==> src/rtl/instr_fetch_queue.sv <==
// Instruction fetch queue: sequential PC generator feeding a DEPTH-entry FIFO
// of {pc, instr} pairs, with single-cycle flush-and-restart on redirect.
module instr_fetch_queue #(
    parameter int          DEPTH    = 4,
    parameter logic [31:0] RESET_PC = 32'h0000_0000
) (
    input  logic        clk_i,
    input  logic        rst_i,
    input  logic        fetch_en_i,
    input  logic        redirect_i,
    input  logic [31:0] redirect_pc_i,
    output logic [31:0] imem_addr_o,
    input  logic [31:0] imem_instr_i,
    output logic        instr_valid_o,
    input  logic        instr_ready_i,
    output logic [31:0] instr_o,
    output logic [31:0] pc_o,
    output logic [4:0]  count_o
);

    localparam int          PW      = (DEPTH > 1) ? $clog2(DEPTH) : 1;
    localparam logic [4:0]  DEPTH_C = 5'(DEPTH);
    localparam logic [31:0] PC_STEP = 32'd4;
    localparam logic [31:0] PC_MASK = 32'hFFFF_FFFC;

    typedef enum logic [1:0] {
        ST_IDLE     = 2'd0,
        ST_RUN      = 2'd1,
        ST_STALL    = 2'd2,
        ST_REDIRECT = 2'd3
    } fetch_state_t;

    logic [31:0]   fetch_pc_r;
    logic [31:0]   pc_q_r    [DEPTH];
    logic [31:0]   instr_q_r [DEPTH];
    logic [PW-1:0] head_r;
    logic [PW-1:0] tail_r;
    logic [4:0]    count_r;
    fetch_state_t  state_r;

    logic          full_s;
    logic          valid_s;
    logic          pop_s;
    logic          push_s;
    logic [4:0]    count_next_s;
    fetch_state_t  state_next_s;

    // Handshake and occupancy decode; redirect suppresses both push and pop.
    always_comb begin
        full_s  = (count_r == DEPTH_C);
        valid_s = (count_r != 5'd0);
        pop_s   = valid_s & instr_ready_i & ~redirect_i;
        push_s  = fetch_en_i & ~redirect_i & (~full_s | pop_s);
        case ({push_s, pop_s})
            2'b10:   count_next_s = count_r + 5'd1;
            2'b01:   count_next_s = count_r - 5'd1;
            default: count_next_s = count_r;
        endcase
    end

    // Fetch-side state decode: redirect wins, then enable, then back-pressure.
    always_comb begin
        state_next_s = ST_RUN;
        if (redirect_i) begin
            state_next_s = ST_REDIRECT;
        end else begin
            case (state_r)
                ST_REDIRECT: begin
                    if (fetch_en_i) begin
                        state_next_s = ST_RUN;
                    end else begin
                        state_next_s = ST_IDLE;
                    end
                end
                default: begin
                    if (!fetch_en_i) begin
                        state_next_s = ST_IDLE;
                    end else if (full_s && !pop_s) begin
                        state_next_s = ST_STALL;
                    end else begin
                        state_next_s = ST_RUN;
                    end
                end
            endcase
        end
    end

    // Control registers: fetch PC, FIFO pointers, occupancy and fetch state.
    always_ff @(posedge clk_i or negedge rst_i) begin
        if (!rst_i) begin
            fetch_pc_r <= RESET_PC;
            head_r     <= '0;
            tail_r     <= '0;
            count_r    <= 5'd0;
            state_r    <= ST_IDLE;
        end else begin
            state_r <= state_next_s;
            if (redirect_i) begin
                fetch_pc_r <= redirect_pc_i & PC_MASK;
                head_r     <= '0;
                tail_r     <= '0;
                count_r    <= 5'd0;
            end else begin
                count_r <= count_next_s;
                if (push_s) begin
                    fetch_pc_r <= fetch_pc_r + PC_STEP;
                    tail_r     <= tail_r + PW'(1);
                end else begin
                    fetch_pc_r <= fetch_pc_r;
                    tail_r     <= tail_r;
                end
                if (pop_s) begin
                    head_r <= head_r + PW'(1);
                end else begin
                    head_r <= head_r;
                end
            end
        end
    end

    // Entry storage; cleared on reset so the head reads as zero while empty.
    always_ff @(posedge clk_i or negedge rst_i) begin
        if (!rst_i) begin
            for (int i = 0; i < DEPTH; i++) begin
                pc_q_r[i]    <= 32'd0;
                instr_q_r[i] <= 32'd0;
            end
        end else begin
            if (push_s) begin
                pc_q_r[tail_r]    <= fetch_pc_r;
                instr_q_r[tail_r] <= imem_instr_i;
            end else begin
                pc_q_r[tail_r]    <= pc_q_r[tail_r];
                instr_q_r[tail_r] <= instr_q_r[tail_r];
            end
        end
    end

    assign imem_addr_o   = fetch_pc_r;
    assign instr_valid_o = valid_s;
    assign instr_o       = instr_q_r[head_r];
    assign pc_o          = pc_q_r[head_r];
    assign count_o       = count_r;

endmodule

==> config.mk <==
export PLATFORM = sky130hd
export DESIGN_NAME = instr_fetch_queue
export DESIGN_NICKNAME = d
export VERILOG_FILES = /design/src/rtl/instr_fetch_queue.sv
export SDC_FILE = /design/constraint.sdc
export NUM_CORES = 1
export LEC_CHECK = 0
export ABC_CLOCK_PERIOD_IN_PS = 3800
export BUFFER_PORTS_ARGS = -buffer_cell sky130_fd_sc_hd__buf_2
export CORE_AREA = 2 2 282 145
export DETAILED_ROUTE_END_ITERATION = 8
export DIE_AREA = 0 0 284 147
export GPL_ROUTABILITY_DRIVEN = 1
export PLACE_DENSITY = 0.61
export SETUP_SLACK_MARGIN = 0.4
export SLEW_MARGIN = 20
export SYNTH_ARGS = -nofsm -noshare
export SYNTH_HDL_FRONTEND = slang
export SYNTH_SLANG_ARGS = --single-unit
==> constraint.sdc <==
create_clock -name clk_i -period 3.8 [get_ports clk_i]
set_clock_uncertainty 0.2 [all_clocks]
set_input_delay 0.76 -clock clk_i [delete_from_list [all_inputs] [get_ports clk_i]]
set_output_delay 0.76 -clock clk_i [all_outputs]
set_load 0.01 [all_outputs]
# After elaboration in Yosys (flattened, before gate mapping)
# Cells that the tools add are included.
[totals]
register_bits = 297
in_bits = 69
elab_cells = 65
[classes]
n_addsub = 5
magnitude_cmp = 3
n_eq_ne = 3
muxes = 28
n_bitwise = 9
n_reduce_logical = 5
[ops]
columns = ["cell", "count"]
rows = [
  ["$bwmux W128", 4],
  ["$mux W32", 11],
  ["$bmux W32 S2", 4],
  ["$mux W128", 2],
  ["$demux W32 S2", 1],
  ["$add A32 B3 Y32 const B", 1],
  ["$pmux W5 S2", 1],
  ["$mux W2", 4],
  ["$ge A3 B3 Y1 const B", 2],
  ["$not A2 Y3", 2],
  ["$add A5 B1 Y5 const B", 1],
  ["$eq A5 B3 Y1 const B", 1],
  ["$mux W5", 1],
  ["$reduce_bool A5 Y1", 1],
  ["$sub A5 B1 Y5 const B", 1],
  ["$add A2 B1 Y2 const B", 2],
  ["$and A1 B1 Y1", 4],
  ["$reduce_bool A2 Y1", 2],
  ["$lt A3 B1 Y1 const B", 1],
  ["$reduce_bool A3 Y1", 1],
  ["$eq A2 B1 Y1 const B", 1],
  ["$eq A2 B2 Y1 const B", 1],
  ["$not A1 Y1", 2],
  ["$logic_and A1 B1 Y1", 1],
  ["$or A1 B1 Y1", 1],
]

# Logic depth before layout (Yosys ltp)
[logic_depth]
ltp_word = 8
ltp_mapped = 11
depth_no_buf = 10

# Least setup slack after synthesis
# Ideal clock, no wire load.
[synth_timing]
path_type = "input to register"
start = "input redirect_i"
end = "register count_r[4] (netlist: count_o[4])"
arrival_time_ns = 2.875
required_ns = 3.531
path_slack_ns = 0.656
cell_stages = 10
path_buffers = 3
cell_sequence = "clkbuf_1 > clkbuf_1 > clkbuf_1 > or2_2 > fa_1 > nand2b_1 > a21oi_1 > xor2_1 > or4_1 > nand3_1"
[synth_via]
elab_chain_cells = 7
elab_cells_between_ends = 10
cone_classes = "eq/ne (2); mux (2); bitwise (5); reduce/logical (1)"
[synth_rtl]
columns = ["item", "line_no", "text"]
rows = [
  ["from (decl)", "10", "input logic redirect_i,"],
  ["$not A1 Y1", "52, 53", ""],
  ["$and A1 B1 Y1", "52", "pop_s = valid_s & instr_ready_i & ~redirect_i;"],
  ["$or A1 B1 Y1", "53", "push_s = fetch_en_i & ~redirect_i & (~full_s | pop_s);"],
  ["$and A1 B1 Y1", "53", ""],
  ["$eq A2 B1 Y1 or $eq A2 B2 Y1 (tied branches)", "54", "case ({push_s, pop_s})"],
  ["$pmux W5 S2", "54", ""],
  ["$mux W5", "98", "if (redirect_i) begin"],
  ["to (signal assigned)", "104", "count_r <= count_next_s;"],
  ["to (decl)", "38", "logic [4:0] count_r;"],
]
# Parallel ways exist; a longest one is shown, timed or not.
# A chain may end at the register's enable or synchronous reset.

# Worst setup path in the final report
[layout_timing]
start = "register count_r[0] (netlist: count_o[0])"
end = "output instr_valid_o"
[layout_via]
elab_chain_cells = 1
[layout_rtl]
columns = ["item", "line_no", "text"]
rows = [
  ["$reduce_bool A5 Y1", "51", "valid_s = (count_r != 5'd0);"],
  ["to (decl)", "14", "output logic instr_valid_o,"],
]
# Every way passes these cells.

==> reports/metrics.cfg <==
[timing]
tightest_slew_ns=0.950
timing.final.crit_share_pct=83.4
rsz0062_at_grt=false
relSlewSlack_pct=36.7
maxSlewViolCount=0
setup_viol=0
hold_viol=0
min_period_ns=3.17
fmax_mhz=315
setup_tns_ns=0

[floorplan]
die_w_um=284
row_count=52
fp.dieArea_um2=41700
num_io_pins=171
core_um2=39600
die_y_um=147
start_util_pct=39.2

[drt]
drtAntennaViolNets=0
vias_per_cell=5.51
drtIter0Drc=942
drt_wl_total_um=40600
drt-pass1-iter-count=5
drc=0
wl_per_cell_um=20.4
vias=11000

[worst_setup_path]
cp-end-kind=primary output
path_class=flip-flop to primary output
path_cells=or4_1 -> buf_4 -> or2_2 -> buf_2
arrival_ns=2.21
cp.required_ns=2.84
start_kind=flip-flop
cp_max_fo=8
max_stage_delay_ns=0.53
cp_slowest_cell=or4_1

[placement]
portBuffers=166
hpwl_um=26600
routabilityCongestion=0.819
post_dp_cell_area_um2=17000

[logic_synthesis]
synth_area_um2=15500
syn_inst=1309
synth_edf_count=0
ys_ff_latch=295
synth_cell_types=43
yosysSeqAreaShare_pct=47.6
async_flop_share_pct=100
synthFlopType=dfrtp_1
avgSynthCellArea_um2=11.8
synth-warning-count=0
synth_top_area_cell=dfrtp_1
yosysTopAreaCellShare_pct=47.6
yosys-top-cells-area=dfrtp_1 48%, mux4_2 19%, a21oi_1 8.1%, nor2_1 6.3%, mux2i_4 4.8%

[clock_tree]
cts_max_path_buffers=3
cts_htree_levels=1
path_clk_slew_ns=0.07
clock-root-buffer=clkbuf_16
numClockSinks=295
cts_made_buffers=30
cts.repair.resized=0
clock_latency_ns=0.56
cts_tree=built
cts_hold_buf=1
cts_setup_buffers=0

[power]
p_per_area_nw_per_um2=790
ir_worst_vdd_mv=0.388
switching_share_pct=36.0
p_switching_w=0.00514
pwr-share-clk_pct=22.2
intPower_w=0.00912
p_seq_share_pct=38.0
p_leak_nw=6.80
combPwrFrac_pct=39.7

[hold_path]
min_path_type=primary input to flip-flop

[final_layout]
final_area_um2=18100
fin_nets=1510
area_delta_synth_final_pct=16.5
drive_gt1_share_pct=31.7

[grt]
first_global_vias=11000
grt_start_max_net_pins=81
grt_usage_pct=19.8
antenna_found_initial=3
grt_overflow_total=0
grt_pass1_wl_um=65200

[run_status]
status=completed

[flow_run]
drv_cap=0

registers in the layout (all words and copies together), names as in the netlist:
signal and flops:
instr_q_r 128, tail_r 2, pc_q_r 128, imem_addr_o 30, head_r 2, count_o 5
path summary, 6_finish.rpt:
check | startpoint | to | slack, ns | cells after the start
max in group asynchronous | rst_i | pc_q_r[1] | 2.00 | 3
hold / removal | redirect_pc_i[13] | imem_addr_o[13] | 0.20 | 3
setup reg to reg | count_o[0] | count_o[4] | 0.70 | 11
hold reg to reg | pc_q_r[32] | pc_q_r[32] | 0.33 | 1
setup / recovery | count_o[0] | instr_valid_o | 0.63 | 4
min in group asynchronous | rst_i | instr_q_r[76] | 0.51 | 2
placed cells by master, fill, tap and decap left out, types with 11 or more instances in the layout:
| master | n |
|---|---|
| buf_2 | 165 |
| clkbuf_16 | 31 |
| mux2i_2 | 27 |
| nor2_1 | 259 |
| a21oi_1 | 252 |
| mux2i_4 | 33 |
| buf_4 | 17 |
| xor2_1 | 11 |
| nand2_1 | 40 |
| dfrtp_1 | 291 |
| mux2_2 | 14 |
| nor3_1 | 11 |
| buf_12 | 12 |
| xnor2_1 | 25 |
| mux4_2 | 128 |
| o21ai_0 | 26 |
power by group through the flow:
| stage | Sequential [W] | Combinational, W | Clock (W) |
|---|---|---|---|
| after floorplan | 0.00505 | 0.00423 | 0 |
| after global placement | 0.00535 | 0.00559 | 0 |
| after detailed placement | 0.00543 | 0.00574 | 0 |
| after CTS | 0.00540 | 0.00574 | 0.00327 |
| after global routing | 0.00559 | 0.00622 | 0.00339 |
| final | 0.00542 | 0.00567 | 0.00317 |
cell type report:
| type | instances | area [um2] |
|---|---|---|
| Fill cell | 3602 | 21500 |
| Multi-Input combinational cell | 899 | 7670 |
| Sequential cell | 295 | 7400 |
| Timing Repair Buffer | 196 | 1220 |
| Clock buffer | 44 | 905 |
| Tap cell | 540 | 676 |
| Clock inverter | 9 | 151 |
| Inverter | 10 | 37.5 |
| Antenna cell | 3 | 7.51 |
routing by layer:
layer  vias to the layer above  track usage [%]  wire [um]
met5                         -                0          0
met4                         0             4.03        704
met3                        49             3.90       2550
met2                       341             29.7      18300
met1                      5629             29.9      19100
li1                       4988                -          -
critical path: cells and delay by family, from the launching register on:
| kind | cells | cell delay, ns |
|---|---|---|
| AND/OR/NAND/NOR | 2 | 0.85 |
| flip-flops | 1 | 0.43 |
| buffers and inverters | 2 | 0.37 |
through the flow:
stage	std cells	power, W	hold slack [ns]	setup WS [ns]	utilization [%]
floorplan	1310	0.00927	0.264	0.656	-
global placement	1939	0.0109	0.302	0.706	42.9
finish	1996	0.0143	0.199	0.630	45.7
detailed placement	1939	0.0112	0.324	0.690	42.9
CTS	1993	0.0144	0.171	0.598	45.6
global route	1996	0.0152	0.187	0.551	45.7
logic make-up (layout without fill, tap and decap cells):
logic type               Yosys count  after routing  synth area share (%)
AO/OA/AOI/OAI                    288            288                  9.63
XOR/XNOR                          36             36                  2.03
adder cells (fa/ha/maj)            9              9                 0.775
buffers and inverters            116            259                  3.28
flip-flops                       295            295                  47.6
multiplexers                     205            205                  27.0
other                              1              5                0.0242
AND/OR/NAND/NOR                  359            359                  9.66
synthesized netlist by cell type, types with 14 or more instances:
master and count:
mux2_2 14, nor2_1 259, xnor2_1 25, a21oi_1 252
nand2_1 40, mux4_2 128, o21ai_0 26, clkbuf_1 79
mux2i_4 33, dfrtp_1 295, mux2i_2 27
No activity file was read; power rests on OpenSTA's default activity.
